**config.mk**
```make
export PLATFORM = sky130hd
export DESIGN_NAME = sad_datapath
export DESIGN_NICKNAME = d
export VERILOG_FILES = /design/src/rtl/sad_datapath.sv
export SDC_FILE = /design/constraint.sdc
export NUM_CORES = 1
export LEC_CHECK = 0
export ABC_AREA = 1
export CORE_ASPECT_RATIO = 1.4
export CORE_MARGIN = 1.5
export CORE_UTILIZATION = 40
export CTS_BUF_LIST = sky130_fd_sc_hd__clkbuf_16
export DETAILED_ROUTE_END_ITERATION = 7
export GPL_TIMING_DRIVEN = 0
export HOLD_SLACK_MARGIN = 0.1
export PLACE_DENSITY = 0.64
export SLEW_MARGIN = 20
export SYNTH_ARGS = -nofsm -noshare
export SYNTH_HDL_FRONTEND = slang
export SYNTH_SLANG_ARGS = --single-unit
```
**constraint.sdc**
```tcl
create_clock -name clk -period 3.9 [get_ports clk]
set_input_delay 0.585 -clock clk [delete_from_list [all_inputs] [get_ports clk]]
set_output_delay 0.585 -clock clk [all_outputs]
set_load 0.05 [all_outputs]
```
**src/rtl/sad_datapath.sv**
```systemverilog
// SAD datapath: two N-entry pixel register files, |A-B| accumulator, result register.
// Optional SAD_MIN_TRACK_EN adds running-minimum tracking (min_sad/min_upd).
module sad_datapath #(
    parameter int DATA_W = 8,
    parameter int ADDR_W = 4,
    parameter int SUM_W  = DATA_W + ADDR_W
) (
    input  logic              clk,
    input  logic              Mrst,
    input  logic              rst,
    input  logic              en,
    input  logic              en_reg,
    input  logic              ld_we,
    input  logic              ld_sel,
    input  logic [ADDR_W-1:0] ld_addr,
    input  logic [DATA_W-1:0] ld_data,
    output logic              comp,
`ifdef SAD_MIN_TRACK_EN
    output logic [SUM_W-1:0]  min_sad,
    output logic              min_upd,
`endif
    output logic [SUM_W-1:0]  sad,
    output logic              sad_valid
);

    localparam int unsigned N = 2 ** ADDR_W;
    localparam logic [ADDR_W:0] IDX_END = {1'b1, {ADDR_W{1'b0}}};

    logic [DATA_W-1:0] mem_a [N];
    logic [DATA_W-1:0] mem_b [N];

    logic [ADDR_W:0]   idx;
    logic [SUM_W-1:0]  acc;
    logic [DATA_W-1:0] rd_a;
    logic [DATA_W-1:0] rd_b;
    logic [DATA_W-1:0] diff;

    assign comp = (idx == IDX_END);

    // Once idx reaches N its low bits wrap to 0; the read is harmless since en is then ignored.
    always_comb begin
        rd_a = mem_a[idx[ADDR_W-1:0]];
        rd_b = mem_b[idx[ADDR_W-1:0]];
        diff = (rd_a >= rd_b) ? (rd_a - rd_b) : (rd_b - rd_a);
    end

    always_ff @(posedge clk) begin
        if (ld_we && !Mrst) begin
            if (ld_sel)
                mem_b[ld_addr] <= ld_data;
            else
                mem_a[ld_addr] <= ld_data;
        end
    end

    always_ff @(posedge clk) begin
        if (Mrst) begin
            idx       <= '0;
            acc       <= '0;
            sad       <= '0;
            sad_valid <= 1'b0;
        end else begin
            if (rst) begin
                idx <= '0;
                acc <= '0;
            end else if (en && !comp) begin
                acc <= acc + SUM_W'(diff);
                idx <= idx + 1'b1;
            end
            sad_valid <= en_reg;
            if (en_reg)
                sad <= acc;
        end
    end

`ifdef SAD_MIN_TRACK_EN
    logic min_seen;

    always_ff @(posedge clk) begin
        if (Mrst) begin
            min_sad  <= '0;
            min_seen <= 1'b0;
            min_upd  <= 1'b0;
        end else begin
            min_upd <= 1'b0;
            if (en_reg && (!min_seen || acc < min_sad)) begin
                min_sad  <= acc;
                min_seen <= 1'b1;
                min_upd  <= 1'b1;
            end
        end
    end
`endif

endmodule

```
== Word level (Yosys, flattened, before mapping) ==
Memories as Yosys holds them, arrays and structs flattened. A register that Yosys moved wholly into a read port is not among the register bits.
Index checks and enable logic that the tools add are counted.
Storage, ports and cells
  bits in writable memories: 256
  bits of input ports: 19
  flip-flop bits (word level): 30
  memories kept: 2
  output and inout bits: 14
  word-level logic and storage cells: 28
Operators by class
  muxes and demuxes: 11
  $add $sub $neg: 4
  magnitude comparators: 1
  eq/ne operators: 1
  reductions and logical operators: 5
Memories
  mem_a: depth 16, width 8, read ports 1, clocked after memory_dff 1, write ports 1, RTL line 29  | logic [DATA_W-1:0] mem_a [N];
  mem_b: depth 16, width 8, read ports 1, clocked after memory_dff 1, write ports 1, RTL line 30  | logic [DATA_W-1:0] mem_b [N];
Operators by type and width (count)
  two-way mux 4 bit: 4
  subtractor 8 bit: 2
  adder 12 x 8 -> 12 bit: 1
  >= comparator 8 bit: 1
  two-way mux 8 bit: 1
  two-way mux 1 bit: 6
  adder 5 x 1 -> 5 bit, second input constant: 1
  equality test 5 bit, second input constant: 1
  logical AND 1 bit: 2
  logical NOT 1 bit: 2
  OR reduction 2 bit: 1

== Depth between registers and ports, before layout ==
  depth in word-level cells: 5
  gate-level depth with buffers: 30
  gate-level depth less buffers: 28

== Worst setup path before layout ==
OpenSTA, ideal clock, no wires.
  path kind: register -> register
  start: register with a tool-made name
  end: register acc[5]
  setup time: 0.109 ns
  arrival time: 3.444 ns
  required time: 3.791 ns
  cell stages (with the launch flop): 29
  clock period less this slack: 3.552 ns
  setup slack: 0.348 ns
  cells stage by stage: dfxtp_1 > buf_6 > buf_6 > buf_8 > o211ai_2 > nand3_1 > nand3_1 > nand2_1 > inv_2 > ha_1 > inv_1 > fa_1 > nand3_1 > nand2_1 > nand2_1 > nand2_1 > nor2_4 > nand2_1 > nand2_1 > inv_1 > ha_1 > or2_2 > and2_1 > nand2_1 > nand2_1 > nand2_1 > nand3_1 > nand2_1 > inv_1
RTL lines
  end signal, assigned: RTL line 67  | acc <= acc + SUM_W'(diff);
  end, declared: RTL line 33  | logic [SUM_W-1:0] acc;

==> summary.md <==
| Metric | Value |
|---|---|
| Fin Clk Skew | `33.4 ps` |
| Chip height | `218 um` |
| Vias/cell | `5.08` |
| Gpl congestion | `0.864` |
| Pwr Density | `436 nW/um^2` |
| Syn nets | `1312` |
| XOR/XNOR share of the synthesized area | `0.531%` |
| Slew @ Worst Pin | `1120 ps` |
| DP Area | `14000 um^2` |
| Worst VDD drop | `307 uV` |
| Async SR Flop Fraction | `0%` |
| Crit path time final | `3780 ps` |
| Core Area | `32500 um^2` |
| Synth unique cells | `36` |
| Worst-path clk slew | `70 ps` |
| Compound-cell area share of the yosys netlist | `11.0%` |
| Synth warn | `0` |
| Synth Area per Inst | `10.4 um^2` |
| Largest family of logic cells by synthesized area | `simple AND/OR/NAND/NOR gates` |
| Final period util | `96.9%` |
| Total gr overflow | `0` |
| Post-Synth Adder-Cell Area | `2.82%` |
| Num rows | `78` |
| Vias in the first global route | `9115` |
| Port Buf Inserts | `32` |
| Clk buf depth | `3` |
| Total track usage | `19.9%` |
| Remaining DRCs | `0` |
| Dpl hpwl | `23100 um` |
| Synth Register Bits | `290` |
| Cell Count, Final, Fillers Out | `1798` |
| Status | `finished clean` |
| H-Tree Depth | `1` |
| Hold Path Class | `reg -> reg` |
| Final instance area | `15600 um^2` |
| WS Path Type | `reg -> reg` |
| Aggregate routed wire length | `33700 um` |
| Initial Util | `40.6%` |
| Antenna Diode Count | `0` |
| Final hold vios | `0` |
| Wire length of the first global-routing pass | `50700 um` |
| Setup violators final | `0` |
| Syn Inst Count | `1265` |
| Most frequent cells in the layout | `256 x edfxtp_1, 190 x inv_1, 183 x nand2_1, 100 x nand3_1, 83 x nor2_1` |
| Type of origin of the critical path | `flop` |
| Max Cap Viol | `0` |
| Highest clock rate | `0.265 GHz` |
| Most used cell, CP | `nand2_1` |
| IO Count | `33` |
| First DRT Iteration DRCs | `832` |
| Final #Nets | `1386` |
| Antenna Nets Post-Route | `0` |
| Fin Hold WS | `495 ps` |
| Commonest non-fill, non-tap cell in the layout | `edfxtp_1` |
| Crit path capture type | `flop` |
| CTS tree | `done` |
| Leak Pwr | `5.88 nW` |
| Clk_lat worst skew | `570 ps` |
| Synth Cell Area | `13200 um^2` |
| Fraction of layout cells with a size suffix above 1 | `16.9%` |
| Arrival time at the worst endpoint | `4230 ps` |
| CP bufs+invs | `3` |
| Chip width | `157 um` |
| Final Max Tran Viols | `0` |
| CTS buffer count | `27` |
| Seq/Total Area, Yosys | `63.4%` |
| Worst stage delay on the critical path | `400 ps` |
| Crit-path slowest cell | `dfxtp_4` |
| Main synth FF type | `edfxtp_1` |
| CP top delay family | `simple AND/OR/NAND/NOR gates` |
| Initial antenna violation count | `0` |
| Synth-to-layout area growth | `18.2%` |
| First drt pass iteration count | `5` |
| Synth Area in Simple Gates | `13.8%` |
| Sum Neg Setup Slack | `0 ps` |
| Clk sink count | `290` |
| CP required | `4350 ps` |
| Post-synth EDFFs | `256` |
| Largest net degree at the start of global routing | `33` |
| Relative slew slack | `25.0%` |
| Placed Instances | `1737` |
| Vias after detailed routing | `9126` |
| Mux share of post-synthesis cell area | `0%` |
| Full die area | `34100 um^2` |
| Clk root buf | `clkbuf_16` |
| Cell breakdown of the critical path | `buf_12, clkbuf_4, o21ai_0, nand3_1, nand3_2, nand2_1, ha_1, buf_6, nand2_1, nor2_1, and2_2, nand3b_4, nand2_1, nand2_2, fa_2, nand2_1, nand3_1, nand2_1, xor2_1, a21oi_1` |
| CP max FO | `10` |
| Hold_buf cts | `0` |
| Wirelength per Cell | `18.8 um` |
registers in the layout, indices dropped and copies added, names as in the netlist, named ones only:
name / count
acc: 12
idx: 5
sad: 12
sad_valid: 1
mem_b: 128
mem_a: 128
path summary, 6_finish.rpt:
path                        from             endpoint  slack (ps)  cells after the start
max                         flop  acc[4]$_SDFFE_PP0P_         120                     20
min          sad[4]$_SDFFE_PP0P_  sad[4]$_SDFFE_PP0P_         490                      2
max reg2reg                 flop  acc[4]$_SDFFE_PP0P_         120                     20
min reg2reg  sad[4]$_SDFFE_PP0P_  sad[4]$_SDFFE_PP0P_         490                      2
per-layer routing:
metal	vias up	GRT usage (%)	part of all wire [%]
met5	-	0	0
met4	0	9.87	4.6
met3	73	2.72	5.7
met2	290	35.7	51
met1	4329	23.1	38
li1	4434	-	-
metrics by stage:
stage | total power [mW] | setup slack (ps) | util, %
3_3_place_gp | 4.21 | -544 | 43.3
6_report | 6.81 | 121 | 48.0
5_1_grt | 7.06 | -39.3 | 48.0
4_1_cts | 6.69 | 4.68 | 46.4
2_1_floorplan | 3.99 | 348 | -
3_5_place_dp | 4.22 | -558 | 43.2
kinds of logic after synthesis:
family          count (synthesis)
compound gates                241
xor+xnor                        8
fa+ha+maj                      28
buf+inv                       267
flops                         290
simple gates                  431
timing repair:
| action | 4_1_cts | 5_1_grt |
|---|---|---|
| resized for setup | 56 | 109 |
| endpoints found under the setup margin | 11 | 9 |
| setup buffers | 5 | 6 |
| gates cloned | 0 | 2 |
| pin swaps | 13 | 38 |
| hold endpoints to repair | 0 | 0 |
cell type report:
type,count,area (um^2)
Sequential cell,290,8370
Tap cell,440,551
Buffer,61,517
Timing Repair Buffer,45,422
Multi-Input combinational cell,708,4150
Clock buffer,27,676
Fill cell,2875,16900
Inverter,206,777
Clock inverter,21,136
Yosys cell counts (3+ instances only):
library cell / instances / area, um^2
xor2_1: 5 / 43.8
dfxtp_1: 34 / 681
o211ai_2: 14 / 175
xnor2_1: 3 / 26.3
o211ai_1: 50 / 375
ha_1: 25 / 313
clkbuf_1: 14 / 52.6
buf_6: 5 / 56.3
buf_2: 30 / 150
buf_4: 9 / 67.6
nor2_1: 88 / 330
inv_2: 15 / 56.3
fa_1: 3 / 60.1
a21oi_1: 86 / 430
edfxtp_1: 256 / 7690
o21ai_0: 69 / 345
nand2_1: 208 / 781
o21ai_1: 17 / 85.1
nand4_1: 3 / 18.8
inv_1: 190 / 713
nand3_1: 123 / 616
tightest hold or removal path, stage by stage (launching register included):
cell and delay [ps]:
dfxtp_1 320, o21ai_0 70, nor2_1 70
power breakdown:
part           leakage [nW]  switching (mW)  internal (mW)
logic                  2.89           0.566          0.342
clock network         0.409            1.14           1.33
registers              2.58          0.0215           3.41
total                  5.88            1.73           5.08
Note: power is estimated with default switching activity, not from simulation.
